[config.mk]
export PLATFORM = sky130hd
export DESIGN_NAME = rawsock_tx_arb
export DESIGN_NICKNAME = d
export VERILOG_FILES = /design/src/rtl/rawsock_pkg.sv /design/src/rtl/rawsock_tx_arb_rr_pick.sv /design/src/rtl/rawsock_tx_arb.sv
export SDC_FILE = /design/constraint.sdc
export NUM_CORES = 1
export LEC_CHECK = 0
export ABC_AREA = 0
export BUFFER_PORTS_ARGS = -buffer_cell sky130_fd_sc_hd__buf_2
export CORE_MARGIN = 2
export CORE_UTILIZATION = 50
export DETAILED_ROUTE_END_ITERATION = 6
export PLACE_DENSITY = 0.81
export SKIP_CTS_REPAIR_TIMING = 1
export SLEW_MARGIN = 30
export SYNTH_ARGS = -nofsm -noshare
export SYNTH_HDL_FRONTEND = slang
export SYNTH_SLANG_ARGS = --single-unit
[constraint.sdc]
create_clock -name clk -period 2.58 [get_ports clk]
set_input_delay 0.774 -clock clk [delete_from_list [all_inputs] [get_ports clk]]
set_output_delay 0.774 -clock clk [all_outputs]
set_load 0.02 [all_outputs]
[src/rtl/rawsock_pkg.sv]
// Shared types and constants for the raw-socket transmit arbiter.
package rawsock_pkg;

  localparam int RS_MIN_FRAME = 60;
  localparam int RS_MAX_FRAME = 1514;

  typedef logic [7:0]  rs_byte_t;
  typedef logic [10:0] rs_bcnt_t;
  typedef logic [15:0] rs_count_t;

  typedef enum logic [2:0] {
    ST_IDLE,
    ST_STREAM,
    ST_PAD,
    ST_SEND,
    ST_WAIT_ACK,
    ST_DRAIN
  } rs_state_t;

  function automatic rs_count_t sat_inc(input rs_count_t c);
    return (c == 16'hFFFF) ? c : c + 16'd1;
  endfunction

endpackage

[src/rtl/rawsock_tx_arb_rr_pick.sv]
// Round-robin selector: first set request after 'last', wrapping modulo N.
module rr_pick #(
  parameter int  N = 4,
  localparam int W = $clog2(N)
) (
  input  logic [N-1:0] req,
  input  logic [W-1:0] last,
  output logic [W-1:0] idx,
  output logic         found
);

  logic [W-1:0] cand [N];

  for (genvar gi = 0; gi < N; gi++) begin : g_cand
    assign cand[gi] = W'((int'(last) + gi + 1) % N);
  end

  // Scan from lowest priority up so the nearest candidate wins.
  always_comb begin
    idx   = '0;
    found = 1'b0;
    for (int k = N - 1; k >= 0; k--) begin
      if (req[cand[k]]) begin
        idx   = cand[k];
        found = 1'b1;
      end
    end
  end

endmodule

[src/rtl/rawsock_tx_arb.sv]
// Arbitrates NUM_REQ byte-stream requesters onto one raw-socket transmit
// handle: pads short frames, aborts oversize frames, tracks send results.
module rawsock_tx_arb
  import rawsock_pkg::*;
#(
  parameter int  NUM_REQ   = 4,
  parameter int  MIN_FRAME = RS_MIN_FRAME,
  parameter int  MAX_FRAME = RS_MAX_FRAME,
  localparam int GW        = $clog2(NUM_REQ)
) (
  input  logic                   clk,
  input  logic                   rst_n,
  input  logic [NUM_REQ-1:0]     req_valid,
  input  logic [8*NUM_REQ-1:0]   req_data,
  input  logic [NUM_REQ-1:0]     req_last,
  output logic [NUM_REQ-1:0]     req_ready,
  output logic                   put_valid,
  output rs_byte_t               put_byte,
  output logic                   put_abort,
  output logic                   send_req,
  input  logic                   send_ack,
  input  logic                   send_ok,
  output logic                   busy,
  output logic [GW-1:0]          grant_id,
  output rs_count_t              sent_cnt,
  output rs_count_t              drop_cnt
);

  localparam rs_bcnt_t MIN_C = rs_bcnt_t'(MIN_FRAME);
  localparam rs_bcnt_t MAX_C = rs_bcnt_t'(MAX_FRAME);

  rs_state_t          state_q, state_d;
  logic [GW-1:0]      grant_q, grant_d;
  logic [GW-1:0]      last_grant_q, last_grant_d;
  rs_bcnt_t           byte_cnt_q, byte_cnt_d;
  logic [NUM_REQ-1:0] req_ready_q, req_ready_d;
  logic               put_valid_q, put_valid_d;
  rs_byte_t           put_byte_q, put_byte_d;
  logic               put_abort_q, put_abort_d;
  logic               send_req_q, send_req_d;
  logic               busy_q, busy_d;
  rs_count_t          sent_cnt_q, sent_cnt_d;
  rs_count_t          drop_cnt_q, drop_cnt_d;

  logic [GW-1:0] pick_idx;
  logic          pick_found;
  logic          sel_valid, sel_last, accept, ready_en_d;
  rs_byte_t      sel_data;
  rs_bcnt_t      cnt_inc;

  rr_pick #(.N(NUM_REQ)) u_pick (
    .req   (req_valid),
    .last  (last_grant_q),
    .idx   (pick_idx),
    .found (pick_found)
  );

  assign sel_valid = req_valid[grant_q];
  assign sel_last  = req_last[grant_q];
  assign sel_data  = req_data[{grant_q, 3'b000} +: 8];
  assign accept    = sel_valid && req_ready_q[grant_q];
  assign cnt_inc   = byte_cnt_q + 11'd1;

  always_comb begin
    state_d      = state_q;
    grant_d      = grant_q;
    last_grant_d = last_grant_q;
    byte_cnt_d   = byte_cnt_q;
    put_valid_d  = 1'b0;
    put_byte_d   = 8'h00;
    put_abort_d  = 1'b0;
    send_req_d   = 1'b0;
    sent_cnt_d   = sent_cnt_q;
    drop_cnt_d   = drop_cnt_q;
    unique case (state_q)
      ST_IDLE: begin
        if (pick_found) begin
          grant_d = pick_idx;
          state_d = ST_STREAM;
        end
      end
      ST_STREAM: begin
        if (accept) begin
          put_valid_d = 1'b1;
          put_byte_d  = sel_data;
          byte_cnt_d  = cnt_inc;
          if (sel_last) begin
            state_d = (cnt_inc < MIN_C) ? ST_PAD : ST_SEND;
          end else if (cnt_inc == MAX_C) begin
            put_abort_d = 1'b1;
            state_d     = ST_DRAIN;
          end
        end
      end
      ST_PAD: begin
        put_valid_d = 1'b1;
        byte_cnt_d  = cnt_inc;
        if (cnt_inc >= MIN_C) state_d = ST_SEND;
      end
      ST_SEND: begin
        send_req_d = 1'b1;
        state_d    = ST_WAIT_ACK;
      end
      ST_WAIT_ACK: begin
        // An ack coincident with the visible send_req pulse is premature.
        if (send_ack && !send_req_q) begin
          if (send_ok) sent_cnt_d = sat_inc(sent_cnt_q);
          else         drop_cnt_d = sat_inc(drop_cnt_q);
          last_grant_d = grant_q;
          byte_cnt_d   = '0;
          state_d      = ST_IDLE;
        end
      end
      ST_DRAIN: begin
        if (accept && sel_last) begin
          drop_cnt_d   = sat_inc(drop_cnt_q);
          last_grant_d = grant_q;
          byte_cnt_d   = '0;
          state_d      = ST_IDLE;
        end
      end
      default: state_d = ST_IDLE;
    endcase
  end

  // Ready is registered from the next state so it is valid the cycle it is seen.
  assign ready_en_d = (state_d == ST_STREAM) || (state_d == ST_DRAIN);
  assign busy_d     = (state_d != ST_IDLE);

  for (genvar gi = 0; gi < NUM_REQ; gi++) begin : g_ready
    assign req_ready_d[gi] = ready_en_d && (grant_d == GW'(gi));
  end

  always_ff @(posedge clk or negedge rst_n) begin
    if (!rst_n) begin
      state_q      <= ST_IDLE;
      grant_q      <= '0;
      last_grant_q <= GW'(NUM_REQ - 1);
      byte_cnt_q   <= '0;
      req_ready_q  <= '0;
      put_valid_q  <= 1'b0;
      put_byte_q   <= '0;
      put_abort_q  <= 1'b0;
      send_req_q   <= 1'b0;
      busy_q       <= 1'b0;
      sent_cnt_q   <= '0;
      drop_cnt_q   <= '0;
    end else begin
      state_q      <= state_d;
      grant_q      <= grant_d;
      last_grant_q <= last_grant_d;
      byte_cnt_q   <= byte_cnt_d;
      req_ready_q  <= req_ready_d;
      put_valid_q  <= put_valid_d;
      put_byte_q   <= put_byte_d;
      put_abort_q  <= put_abort_d;
      send_req_q   <= send_req_d;
      busy_q       <= busy_d;
      sent_cnt_q   <= sent_cnt_d;
      drop_cnt_q   <= drop_cnt_d;
    end
  end

  assign req_ready = req_ready_q;
  assign put_valid = put_valid_q;
  assign put_byte  = put_byte_q;
  assign put_abort = put_abort_q;
  assign send_req  = send_req_q;
  assign busy      = busy_q;
  assign grant_id  = grant_q;
  assign sent_cnt  = sent_cnt_q;
  assign drop_cnt  = drop_cnt_q;

endmodule

==> metrics.cfg <==
[worst_setup_path]
worst_ep_required_time_ns=2.79
start_kind=register
crit_arrival_ns=2.52
worst_path_fanout_max=9
end_kind=register
crit_type=reg -> reg

[synth]
synthesized_area_per_cell_um2=10.6
synth_top_flop_cell=dfrtp_1
synth.cell_area_mm2=0.00367
synthDominantAreaCellType=dfrtp_1
synth_fp_nets=394
post_synthesis_register_bit_count=66
synth_largest_type_area_fraction_pct=43.7
count_of_flip_flops_with_a_built_in_enable_after_synthesis=0
yosysUniqueCellTypes=56
synth_sequential_area_ratio_pct=45.1
postSynthCellCount=346
yosys_warnings=0
synth.area.top_cells=dfrtp_1 44%, mux4_2 6.8%, xnor2_1 6.4%
ys_async_sr_fraction_pct=100

[run_status]
run_status=completed

[finish]
fill_cells=592
finalInstanceArea_mm2=0.00445
area_delta_synth_final_pct=21.4
mostFrequentLayoutCell=buf_2
multi_input_comb_area_mm2=0.00182
sequential_cell_area_mm2=0.00165
drive_gt1_share_pct=32.9
n_antenna_cell=0
layout.nets=499
layout.cells.most_common_list=93 x buf_2, 64 x dfrtp_1, 37 x nand2_1, 29 x nor2_1, 27 x xnor2_1

[drt]
detail_route_antenna_nets=0
drt-vias-per-instance=5.47
num_vias=3037
routed_wirelength_mm=8.33
number_of_design_rule_violations_left_after_detail_routing=0
detail_route.wl_per_cell_um=15.0
dr.pass1.iters=4
dr.first_iter.drc_count=100

[place]
gp_congestion=0.916
postPlaceCellArea_mm2=0.00423
place_hpwl_mm=6.20
port_buffers=93

[global_route]
grt_busiest_layer=met2
grt_overflow=0
initial_antenna_violation_count=0
groute.usage.overall_pct=22.4
met1_usage_pct=27.6
grt_max_degree=28
grtUsageMet2_pct=36.7
grt_first_pass_wirelength_mm=13.7
vias_in_the_first_global_route=2946
grt_util_met3_pct=4.48

[run]
maxCapViolCount=0

[sta]
unrepaired_setup_endpoints_after_global_routing=false
final-setup-viol-count=0
timing.clock.skew_ns=0.0100
max_freq_mhz=433
tightest_slew_ns=0.485
maxSlewViolCount=0
min_period_over_period_pct=89.6
timing.final.crit_period_ns=2.31
timing.final.hold_violations=0
timing.slew.headroom_pct=67.7
final.setup.tns_ns=0

[clocking]
clk_root_buffer_cell=clkbuf_8
clkTransAtPathRegs_ns=0.07
numCtsBuffers=9
h-tree-depth=3
cts_tree=yes
tritoncts_num_sinks=66
worst_skew_pair.late_latency_ns=0.35
clock_path_buffers=2

[pwr]
internal_power_uw=2330
power.share.switching_pct=35.2
power.share.combinational_pct=34.3
peakVddDrop_mv=0.575
power_density_mw_per_mm2=809
clock_power_share_pct=27.6
power.static_leakage_uw=0.00217
seqPwrFrac_pct=38.1
total_switching_power_uw=1270

[min_path]
hp-class=in -> async

[floorplan]
design.die.area_mm2=0.00804
placement_rows=31
initial_utilization_pct=51.1
die-height_um=89.7
fp.dieW_um=89.7
total_core_area_mm2=0.00718
ioPinCount=94

## worst paths after layout
check	from	end	slack (ns)	cells past startpoint
worst max register to register	byte_cnt_q[4]	busy	0.27	6
max in group asynchronous	rst_n	busy	1.47	2
worst max-delay path	byte_cnt_q[4]	busy	0.27	6
worst min-delay path	rst_n	sent_cnt[8]	0.38	1
min in group clk	sent_cnt[7]	sent_cnt[7]	0.49	1
worst min register to register	sent_cnt[7]	sent_cnt[7]	0.49	1
## cells by family after synthesis
group | synth area share, %
AOI/OAI and AO/OA | 9.31
xor gates and xnor gates | 8.83
adders and majority gates | 1.36
buffers and inverters | 5.39
DFF | 45.1
muxes | 8.56
and+or+nand+nor | 21.5
## layer usage
metal / part of all wire [%] / routed length (um)
met1: 43 / 3600
met5: 0 / 0
met2: 49 / 4050
met3: 6.3 / 523
met4: 1.9 / 157
## sequential cells by signal, summed over array words and instances, names as in the netlist, 2 cells and up
| register | count |
|---|---|
| byte_cnt_q | 11 |
| drop_cnt | 16 |
| grant_id | 2 |
| last_grant_q | 2 |
| put_byte | 8 |
| req_ready | 4 |
| sent_cnt | 16 |
| state_q | 3 |
## cell usage after synthesis (3+ instances only)
library cell and instances:
a21oi_1 5, a31oi_1 4, and2_1 7, and3_1 11
and4_1 3, buf_2 4, clkbuf_8 4, dfrtp_1 64
ha_1 4, inv_1 16, mux2_2 5, mux4_2 11
nand2_1 37, nand2b_1 5, nand3_1 14, nand4_1 12
nor2_1 29, nor2b_1 3, nor3_1 6, nor4_1 6
o21ai_0 16, o31ai_1 5, xnor2_1 27, xor2_1 10
## power by group through the flow
stage               Sequential [uW]  Combinational, uW  Clock [uW]
CTS                            1370               1240        1010
detailed placement             1390               1240           0
floorplan                      1460                755           0
finish                         1370               1230         994
global placement               1380               1200           0
global route                   1400               1360        1050
## worst max-delay path, cell delays in order, from the launching register on
cell,delay (ns)
dfrtp_1,0.53
nand3_4,0.19
or3_4,0.45
o31ai_4,0.25
nand3_1,0.16
a221oi_4,0.46
nand4bb_1,0.14
## per-stage QoR
stage / instances / hold WS [ns] / utilization (%) / total power (uW) / setup slack, ns
floorplan: 346 / 0.478 / - / 2220 / 0.280
finish: 555 / 0.383 / 62.1 / 3600 / 0.269
CTS: 555 / 0.382 / 62.1 / 3630 / 0.283
global placement: 539 / 0.467 / 58.9 / 2590 / 0.118
global route: 555 / 0.408 / 62.1 / 3810 / 0.0620
detailed placement: 539 / 0.475 / 58.9 / 2630 / 0.00778
## cell type report
class	count	share of cell area (%)
multi-input combinational	251	40.8
timing repair buffer	107	12.8
clock inverter	4	1.66
inverter	16	1.35
tap	99	2.78
sequential	66	37.1
clock buffer	12	3.48
(Power assumes the default switching activity.)
